===== src/rtl/pc_gen.sv =====
// ---------------------------------------------------------------------------
// pc_gen -- program-counter generator for the in-order RISC-V core.
//
// Holds the instruction-fetch address. The address advances by 4 on each
// accepted fetch and can be redirected by execute (branch/JAL/JALR) or by the
// trap unit (trap entry/MRET). Redirect targets are computed from an explicit
// source PC, so pipeline depth does not affect the offset arithmetic.
//
// Optional feature (compile-time macro): PC_MISALIGN_CHK_EN
//   When defined, a branch, JAL or JALR target with bits[1:0] != 0 is not
//   applied. misalign_exc pulses instead of flush. Trap and MRET targets are
//   exempt. When undefined, targets are applied unchecked and misalign_exc
//   is tied to 0.
//
// Ports:
//   clk, rst         clock; synchronous active-low reset
//   pc_addr          current fetch address (registered)
//   pc_valid         pc_addr is a valid fetch request (decoded from state)
//   pc_ready         fetch stage accepts pc_addr this cycle
//   stall            freezes sequential advance
//   halt / resume    enter / leave the HALT state
//   br_take, br_ofs  taken branch, target = src_pc + sext(br_ofs)
//   jal_take, jal_ofs JAL, target = src_pc + sext(jal_ofs)
//   jalr_take, jalr_tgt JALR, target = jalr_tgt with bit 0 cleared
//   src_pc           PC of the redirecting instruction
//   trap_take, trap_vec trap entry, target = trap_vec
//   mret_take, epc   return from trap, target = epc
//   flush            one-cycle pulse: a redirect was applied
//   misalign_exc     one-cycle pulse: a redirect target was misaligned
// ---------------------------------------------------------------------------
module pc_gen #(
   parameter int                XLEN      = 32,
   parameter logic [XLEN-1:0]   RESET_VEC = '0,
   parameter int                JAL_W     = 21,
   parameter int                BR_W      = 13
) (
   input  logic              clk,
   input  logic              rst,
   output logic [XLEN-1:0]   pc_addr,
   output logic              pc_valid,
   input  logic              pc_ready,
   input  logic              stall,
   input  logic              halt,
   input  logic              resume,
   input  logic              br_take,
   input  logic              jal_take,
   input  logic              jalr_take,
   input  logic [XLEN-1:0]   src_pc,
   input  logic [BR_W-1:0]   br_ofs,
   input  logic [JAL_W-1:0]  jal_ofs,
   input  logic [XLEN-1:0]   jalr_tgt,
   input  logic              trap_take,
   input  logic [XLEN-1:0]   trap_vec,
   input  logic              mret_take,
   input  logic [XLEN-1:0]   epc,
   output logic              flush,
   output logic              misalign_exc
);

   typedef enum logic [1:0] {
      BOOT = 2'd0,
      RUN  = 2'd1,
      HALT = 2'd2
   } state_t;

   state_t            state, state_next;
   logic [XLEN-1:0]   pc_next;
   logic              flush_next;
   logic              fire;

   logic              redir_sel;   // some redirect is asserted
   logic [XLEN-1:0]   redir_tgt;   // target of the winning redirect
   logic              redir_bad;   // winning target rejected as misaligned

   // Sign-extended offsets; sums wrap modulo 2^XLEN.
   logic [XLEN-1:0]   br_sext, jal_sext;
   assign br_sext  = {{(XLEN-BR_W){br_ofs[BR_W-1]}}, br_ofs};
   assign jal_sext = {{(XLEN-JAL_W){jal_ofs[JAL_W-1]}}, jal_ofs};

   // ------------------------------------------------------------------------
   // Redirect selection: trap > mret > branch > jal > jalr.
   // ------------------------------------------------------------------------
`ifdef PC_MISALIGN_CHK_EN
   logic redir_chk;   // winning redirect is subject to the alignment check
`endif

   always_comb begin
      // NOTE: every signal written in a combinational block gets a default
      // first; a path that leaves one unassigned would infer a latch.
      redir_sel = 1'b1;
      redir_tgt = pc_addr;
`ifdef PC_MISALIGN_CHK_EN
      redir_chk = 1'b1;
`endif
      if (trap_take) begin
         redir_tgt = trap_vec;
`ifdef PC_MISALIGN_CHK_EN
         redir_chk = 1'b0;
`endif
      end else if (mret_take) begin
         redir_tgt = epc;
`ifdef PC_MISALIGN_CHK_EN
         redir_chk = 1'b0;
`endif
      end else if (br_take) begin
         redir_tgt = src_pc + br_sext;
      end else if (jal_take) begin
         redir_tgt = src_pc + jal_sext;
      end else if (jalr_take) begin
         redir_tgt = jalr_tgt & ~{{(XLEN-1){1'b0}}, 1'b1};
      end else begin
         redir_sel = 1'b0;
      end
   end

`ifdef PC_MISALIGN_CHK_EN
   assign redir_bad = redir_sel & redir_chk & (|redir_tgt[1:0]);
`else
   assign redir_bad = 1'b0;
`endif

   assign fire = pc_valid & pc_ready & ~stall;

   // ------------------------------------------------------------------------
   // State and datapath registers.
   // ------------------------------------------------------------------------
`ifdef PC_MISALIGN_CHK_EN
   logic misalign_next;
`endif

   always_ff @(posedge clk) begin
      // NOTE: sequential state uses non-blocking assignments so every
      // register samples the pre-edge values regardless of statement order.
      if (!rst) begin
         state   <= BOOT;
         pc_addr <= RESET_VEC;
         flush   <= 1'b0;
`ifdef PC_MISALIGN_CHK_EN
         misalign_exc <= 1'b0;
`endif
      end else begin
         state   <= state_next;
         pc_addr <= pc_next;
         flush   <= flush_next;
`ifdef PC_MISALIGN_CHK_EN
         misalign_exc <= misalign_next;
`endif
      end
   end

`ifndef PC_MISALIGN_CHK_EN
   assign misalign_exc = 1'b0;
`endif

   // ------------------------------------------------------------------------
   // Next-state / next-PC logic.
   // ------------------------------------------------------------------------
   always_comb begin
      state_next = state;
      pc_next    = pc_addr;
      flush_next = 1'b0;
`ifdef PC_MISALIGN_CHK_EN
      misalign_next = 1'b0;
`endif
      unique case (state)
         BOOT: begin
            // Redirects are not yet meaningful; just start fetching.
            state_next = RUN;
         end
         RUN: begin
            if (redir_sel) begin
               if (redir_bad) begin
`ifdef PC_MISALIGN_CHK_EN
                  misalign_next = 1'b1;
`endif
               end else begin
                  pc_next    = redir_tgt;
                  flush_next = 1'b1;
               end
            end else if (fire && !halt) begin
               // A halting cycle keeps the current address so that it is
               // re-fetched after resume.
               pc_next = pc_addr + XLEN'(4);
            end
            if (halt) state_next = HALT;
         end
         HALT: begin
            if (redir_sel) begin
               if (redir_bad) begin
`ifdef PC_MISALIGN_CHK_EN
                  misalign_next = 1'b1;
`endif
               end else begin
                  pc_next    = redir_tgt;
                  flush_next = 1'b1;
               end
            end
            // trap_take is also an interrupt wake-up.
            if (resume || trap_take) state_next = RUN;
         end
         default: state_next = BOOT;
      endcase
   end

   // ------------------------------------------------------------------------
   // Output decode.
   // ------------------------------------------------------------------------
   always_comb begin
      pc_valid = (state == RUN);
   end

endmodule


===== config.mk =====
export PLATFORM = sky130hd
export DESIGN_NAME = pc_gen
export DESIGN_NICKNAME = d
export VERILOG_FILES = /design/src/rtl/pc_gen.sv
export SDC_FILE = /design/constraint.sdc
export NUM_CORES = 1
export LEC_CHECK = 0
export ABC_CLOCK_PERIOD_IN_PS = 4000
export CORE_ASPECT_RATIO = 0.6
export CORE_MARGIN = 8
export CORE_UTILIZATION = 49
export DETAILED_ROUTE_END_ITERATION = 10
export GPL_ROUTABILITY_DRIVEN = 0
export HOLD_SLACK_MARGIN = 0.02
export PLACE_DENSITY = 0.84
export SETUP_SLACK_MARGIN = 0.2
export SLEW_MARGIN = 20
export SYNTH_ARGS = -nofsm -noshare
export SYNTH_HDL_FRONTEND = slang
export SYNTH_SLANG_ARGS = --single-unit

===== constraint.sdc =====
create_clock -name clk -period 4 [get_ports clk]
set_input_delay 0.6 -clock clk [delete_from_list [all_inputs] [get_ports clk]]
set_output_delay 0.6 -clock clk [all_outputs]
set_load 0.01 [all_outputs]

; Yosys cells after proc, flatten, opt, wreduce, memory -nomap -nowiden
; Index checks and enable logic that the tools add are counted.
[classes]
n_reduce_logical = 9
addsub = 3
n_mux = 18
bitwise = 3
n_eq_ne = 6
[op_table]
columns = op, n
row1 = 32-bit two-way mux, 8
row2 = 32-bit adder, 2
row3 = 32-bit case mux with 2 select lines, 1
row4 = "32-bit by 3-bit adder with 32-bit output, second input constant", 1
row5 = 1-bit two-way mux, 6
row6 = 2-bit case mux with 3 select lines, 1
row7 = 2-bit two-way mux, 2
row8 = "2-bit inequality test, second input constant", 2
row9 = 2-bit AND reduction, 2
row10 = "3-bit by 1-bit inequality test with 1-bit output, second input constant", 1
row11 = 3-bit AND reduction, 1
row12 = 1-bit AND, 2
row13 = "2-bit by 1-bit == test with 1-bit output, second input constant", 1
row14 = "2-bit == test, second input constant", 1
row15 = 2-bit logical NOT, 1
row16 = "2-bit by 1-bit inequality test with 1-bit output, second input constant", 1
row17 = 2-bit nonzero test, 1
row18 = 2-bit OR reduction, 1
row19 = 1-bit logical AND, 1
row20 = 1-bit logical NOT, 1
row21 = 1-bit logical OR, 1
row22 = 1-bit NOT, 1
[totals]
output_inout_bits = 35
inputBits = 173
reg_bits = 35
elab_cells = 42

; Logic depth before layout (Yosys ltp)
; Gate-level depths: netlist of the first run.
[depth]
ltp_word = 7
ltp_mapped = 13
mapped_depth_nobuf = 13

; Worst setup path after synthesis of the first run
; No wires, ideal clock.
[synth_path]
path_kind = in2reg
start = in src_pc[14]
end = reg pc_addr[27]
arrival_time_ps = 2883
required_ps = 3885
cell_stages = 11
n_path_buf = 0
setup_time_ps = 115
path_slack_ps = 1002
path_cell_list = ha_1 a21o_1 a41oi_2 a21bo_1 a22o_1 a311o_2 a31oi_1 xor2_1 nor3_1 a211oi_1 a2111oi_0
[synth_between]
elab_chain_len = 7
word_cells_on_any_way = 9
classes_between = 2 x add/sub / 7 x mux
[synth_lines]
columns = item, line
row1 = from (decl), 48  ; input logic [XLEN-1:0] src_pc,
row2 = 32-bit adder, 108  ; redir_tgt = src_pc + jal_sext;
row3 = 32-bit two-way mux, 107  ; end else if (jal_take) begin
row4 = 32-bit two-way mux *, 105  ; end else if (br_take) begin
row5 = 32-bit two-way mux *, 100  ; end else if (mret_take) begin
row6 = 32-bit two-way mux *, 95  ; if (trap_take) begin
row7 = 32-bit two-way mux (on tied branches), "188, 171"
row8 = 32-bit case mux with 2 select lines *, 165  ; unique case (state)
row9 = to (signal assigned), 143  ; pc_addr <= pc_next;
row10 = to (decl), 39  ; output logic [XLEN-1:0] pc_addr,
; Every way passes the cells marked *; elsewhere a longest branch is shown, timed or not. The select of a mux whose other input is x is not followed.
; A chain may end at the register's enable or synchronous reset.

; Final worst setup path of the first run
[layout_path]
start = in src_pc[0]
end = reg pc_addr[18]
; The elaborated chain is that of the path after synthesis.

==> metrics, run 1 <==
Syn Inst Count 948; initial antenna violation count 1; Clock Pin Slew Worst Setup and Hold Paths 50 ps; synth warn 0; DIE AREA 17,600 sq um; Overflow after GRT 0; # DRC 0; Layout area overhead 36.1%; global-route wire length before repair 43,300 microns; routed len/inst 21.2 microns; Post-DRT Antenna Nets 0; via count a little under 9k; CP Launch Type input port; Die Y 106 microns; DRT Wirelength between 20,000 and 30,000 microns; crit path DAT 3830 ps; Leakage 3.60 nW; CP max FO 3; post-layout util 0.673; vias in the first global route 8,292; DR vias/cell about 6.6; total CTS buffers 5; Final Setup Violations 0; Hold WC Path Type reg2reg; grt met2 use 0.463; number of H-tree levels 2; Clock Tree Buf Depth 2; DRT iter0 DRCs 1,214; switching share of total power 0.428; Worst Hold Slack 499 ps; CP Capture Type flop; net count after synthesis roughly 1.2k; RSZ-0062 raised after global routing false; CTS sink cnt 35; drt first pass iters 6; Synth Area per Inst between 6 and 7 sq um; WS Path Type in2reg; period utilization 0.920; met1 Use GR 0.388; Post-synth EDFFs 0; P_sw 952 uW; core area 13,400 sq um; HPWL after DPL ~22,000 microns; Die Wd 166 microns; Root Buffer Master clkbuf_16; ys flop type dfxtp_1; register bit total from synthesis 35; Gate power share 0.609; Seq/Total Area, Yosys 0.106; maximum clock rate roughly 270 MHz; Synth Cell Area 6640 sq um; share of cells above drive strength 1 0.0568; sequential power share 0.220; slew of the pin with the lowest slew margin 692 ps; Clock Skews 5.22 ps; # diodes 0; CP Data Required Time about 4200 ps; Hold Fails Final Rpt 0; Port Buffer Count 205; Starting Density 0.494; GRT Util Overall 0.298; Max VDD drop approximately 0.00018 V; max_slew headroom 0.539; status finished, final reports clean; Power Density 246 nW/um^2; Pint 1.27 mW; Post-synth ARST share 0; Tmin final 3680 ps; Clock Power Share 0.170; Top-Level Pins 208; GR Util met3 0.0914; Max Slew Vio Count 0; CTS tree yes; nets 1,387; largest net degree at the start of global routing 43; clk_lat worst skew approximately 290 ps; num rows 33; GRT busiest layer met2; Max-cap violations 0; Synth cell types 79
Yosys cell counts, types with 5 or more instances:
master,n,area [sq um]
or3_1,8,50.1
nor3_1,15,75.1
xnor2_1,29,254
clkbuf_1,31,116
a2111oi_0,9,78.8
nand4_1,12,75.1
a211oi_1,25,188
o2111ai_1,5,43.8
nand2_1,96,360
inv_1,29,109
o21bai_1,5,37.5
nand2b_1,11,68.8
mux2i_1,26,260
o211ai_1,24,180
and3_1,13,81.3
o21ai_0,61,305
a31oi_1,19,119
o21a_1,9,67.6
nand3_1,21,105
nor2_1,74,278
nor2b_1,19,119
a21o_1,28,210
ha_1,66,826
o221ai_1,9,78.8
o22ai_1,9,56.3
buf_2,5,25.0
a21oi_1,122,611
clkbuf_8,6,82.6
o21ai_1,16,80.1
dfxtp_1,35,701
a221oi_1,6,52.6
xor2_1,23,201
worst paths after layout:
check / start / end / slack (ps) / depth (start not counted)
hold / removal: pc_addr[0] / pc_addr[0] / 500 / 2
hold reg to reg: pc_addr[0] / pc_addr[0] / 500 / 2
setup / recovery: src_pc[0] / pc_addr[18] / 320 / 15
setup reg to reg: pc_addr[2] / pc_addr[30] / 1150 / 11
per-layer routing:
| metal | share of wire | wire (microns) |
|---|---|---|
| met5 | 0.00032 | 9 |
| met4 | 0.035 | 976 |
| met3 | 0.14 | 3820 |
| met2 | 0.41 | 11600 |
| met1 | 0.41 | 11600 |
repair_timing:
action | CTS | global route
hold buffers | 0 | 0
buffers inserted | 0 | 1
resized for setup | 0 | 3
endpoints found under the setup margin | 0 | 7
endpoints found under the hold margin | 0 | 0
cell usage in the layout (no fill, tap or decap), types with 4 or more instances in the layout:
master           instances
clkdlybuf4s50_1        203
a21oi_1                122
nand2_1                 96
nor2_1                  74
ha_1                    66
o21ai_0                 61
dfxtp_1                 35
buf_4                   35
inv_1                   29
xnor2_1                 29
a21o_1                  28
mux2i_1                 26
o211ai_1                24
a211oi_1                24
xor2_1                  23
nand3_1                 21
nor2b_1                 19
a31oi_1                 18
o21ai_1                 16
nor3_1                  15
and3_1                  13
nand4_1                 12
nand2b_1                11
o21a_1                   9
o22ai_1                  9
a2111oi_0                9
o221ai_1                 9
or3_1                    8
a221oi_1                 6
o21bai_1                 5
o2111ai_1                5
clkbuf_16                5
nand3b_1                 4
state kept, by name (all words and copies together), names as in the netlist:
name / cells
flush: 1
pc_addr: 32
state: 2
kinds of logic after synthesis:
logic type | synth area share
other | 0.000565
adder cells (fa/ha/maj) | 0.130
flip-flops | 0.106
AND/OR/NAND/NOR | 0.215
AO/OA/AOI/OAI | 0.379
XOR/XNOR | 0.0686
buffers and inverters | 0.0581
multiplexers | 0.0426
power groups by stage:
stage	Sequential [mW]	Clock [mW]	Combinational, mW
3_3_place_gp	0.490	0	1.29
3_5_place_dp	0.493	0	1.31
6_report	0.490	0.379	1.36
2_1_floorplan	0.493	0	0.755
5_1_grt	0.498	0.391	1.45
4_1_cts	0.486	0.372	1.32
worst max-delay path: stages:
cell	delay, ps
clkdlybuf4s50_1	440
ha_1	260
inv_1	80
fa_1	210
nor2b_1	70
o21a_1	180
o211ai_1	320
a211oi_2	140
o21a_1	240
o41a_1	370
xnor2_1	210
a21oi_1	90
a2111oi_0	380
buf_4	190
o22ai_1	60
metrics by stage:
step	power (mW)	area (sq um)	cells	setup TNS [ps]	setup slack, ps
after CTS	2.18	9010	1319	0	246
after global placement	1.78	8880	1313	0	69.5
after floorplan	1.25	6640	948	0	1000
final	2.23	9030	1320	0	319
after global routing	2.34	9030	1320	0	210
after detailed placement	1.80	8880	1313	-20.9	-20.9
cell type report:
class / count / area (sq um)
repair buffers: 240 / 2310
well taps: 175 / 219
multi-input cells: 834 / 5560
inverters: 30 / 113
clock buffers: 6 / 129
flip-flops and latches: 35 / 701
fillers: 1154 / 4390
(Power assumes the default switching activity.)
==> inputs of run 2 (changes only) <==
SETUP_SLACK_MARGIN = unset   (was 0.2)
SKIP_CTS_REPAIR_TIMING = 1   (was unset)
==> metrics, run 2 (synthesized netlist as in run 1, its figures left out) <==
status finished, final reports clean; Top reg by flops pc_addr; CP Data Required Time 4160 ps (about the same); maximum clock rate 262 MHz (-3.7%); num rows 33 (unchanged); Root Buffer Master clkbuf_16; Cell Area, Placed 8880 sq um (unchanged); Largest regs pc_addr x32, state x2, flush x1; period utilization 0.955 (+0.0353); Hold Fails Final Rpt 0 (unchanged); Power Density 246 nW/um^2 (about the same); WS Path Type in2reg; Post-Place Setup Slack -20.9 ps (unchanged); Final Setup Violations 0 (unchanged); placed cell count 1,313 (unchanged); Worst Hold Slack 499 ps (-0.275 ps); DRT iter0 DRCs 1,214 (unchanged); core area 13,400 sq um (unchanged); largest net degree at the start of global routing 43 (unchanged); DIE AREA 17,600 sq um (unchanged); Leakage 3.58 nW (-0.42%); share of cells above drive strength 1 0.0542 (-0.00257); Max VDD drop 0.000179 V (+0.21%); Clock Pin Slew Worst Setup and Hold Paths 50 ps (about the same); slew of the pin with the lowest slew margin 701 ps (+8.77 ps); Max-cap violations 0 (unchanged); max FFs per register 32 (unchanged); CP Launch Type input port; commonest non-fill, non-tap cell in the layout clkdlybuf4s50_1; Layout area overhead 35.8%; # diodes 0 (unchanged); initial antenna violation count 1 (unchanged); post-layout power 2.22 mW (-0.32%); vias in the first global route 8,292 (unchanged); Overflow after GRT 0 (unchanged); RSZ-0062 raised after global routing false; fin worst setup slack 178 ps (-141 ps); GRT Util Overall 0.298 (unchanged); Starting Density 0.494 (unchanged); nets 1,386 (-0.072%); CTS sink cnt 35 (unchanged); clk_lat worst skew 290 ps (about the same); via count 8,673 (+0.30%); global-route wire length before repair 43,300 microns (unchanged); number of H-tree levels 2 (unchanged); Port Buffer Count 205 (unchanged); # fillers 1,160 (+0.52%); max_slew headroom 0.533 (-0.00584); Die Wd 166 microns (unchanged); DRT Wirelength 27,900 microns (-0.41%); Post-DRT Antenna Nets 0 (unchanged); Finished Cell Area 9010 sq um (-0.24%); drt first pass iters 8 (+2); Clock Skews 5.87 ps (+0.646 ps); Tmin final 3820 ps (+141 ps); total CTS buffers 5 (unchanged); Max Slew Vio Count 0 (unchanged); crit path DAT 3990 ps (+160 ps); Clock Tree Buf Depth 2 (unchanged); HPWL after DPL 22,400 microns (unchanged); DR vias/cell 6.58 (+0.38%); CP max FO 8 (+5); # DRC 0 (unchanged); Top-Level Pins 208 (unchanged); Die Y 106 microns (unchanged); most frequent cells in the layout clkdlybuf4s50_1, a21oi_1, nand2_1, nor2_1, ha_1; Layout Cells excl Fill 1,319 (-0.076%); Hold WC Path Type reg2reg; routed len/inst 21.1 microns (-0.34%); CTS tree yes; CP Capture Type flop
run 2: changes by cell type in the layout (fill, tap and decap cells not counted), sizes merged:
| cell | previous run | this run |
|---|---|---|
| dlymetal6s2s | 1 | 0 |
| buf | 36 | 35 |
| clkdlybuf4s50 | 203 | 204 |
run 2: worst max-delay path, stage by stage:
cell	delay, ps
clkdlybuf4s50_1	720
ha_1	360
o21a_1	240
a41oi_2	160
a21bo_1	240
a22o_1	220
a311o_2	380
a31oi_1	300
xor2_1	110
nor3_1	170
a211oi_1	80
a2111oi_0	390
run 2: area by class of cell:
cell class,instances,area [sq um],share of cell area
Timing Repair Buffer,239,2300,0.255
Tap cell,175,219,0.0243
Sequential cell,35,701,0.0777
Inverter,30,113,0.0125
Clock buffer,6,129,0.0143
Multi-Input combinational cell,834,5550,0.616
run 2: power by group:
part / total, mW / internal (mW) / switching, mW
sequential: 0.490 / 0.405 / 0.0853
combinational: 1.35 / 0.643 / 0.707
clock: 0.379 / 0.224 / 0.155
total: 2.22 / 1.27 / 0.947
run 2: per-stage QoR:
stage	utilization	TNS, ps
2_1_floorplan	-	0
5_1_grt	0.672	0
3_3_place_gp	0.662	0
4_1_cts	0.672	0
6_report	0.672	0
3_5_place_dp	0.662	-20.9
run 2: path summary, 6_finish.rpt:
path / startpoint / end / slack (ps) / cells after the start
hold reg to reg: pc_addr[0] / pc_addr[0] / 500 / 2
setup reg to reg: pc_addr[2] / pc_addr[30] / 1160 / 11
setup / recovery: br_ofs[12] / pc_addr[27] / 180 / 12
hold / removal: pc_addr[0] / pc_addr[0] / 500 / 2
run 2: per-layer routing:
layer | GRT usage | routed length (microns) | part of all wire
met3 | 0.0914 | 3820 | 0.14
met2 | 0.463 | 11600 | 0.41
met5 | 0 | 9 | 0.00032
met4 | 0.0992 | 1030 | 0.037
met1 | 0.388 | 11500 | 0.41
==> inputs of run 3 (changes only) <==
SETUP_SLACK_MARGIN = 0.2   (was unset)
==> results of run 3 <==
Final layout, timing and power as in run 1 (identical DEF).
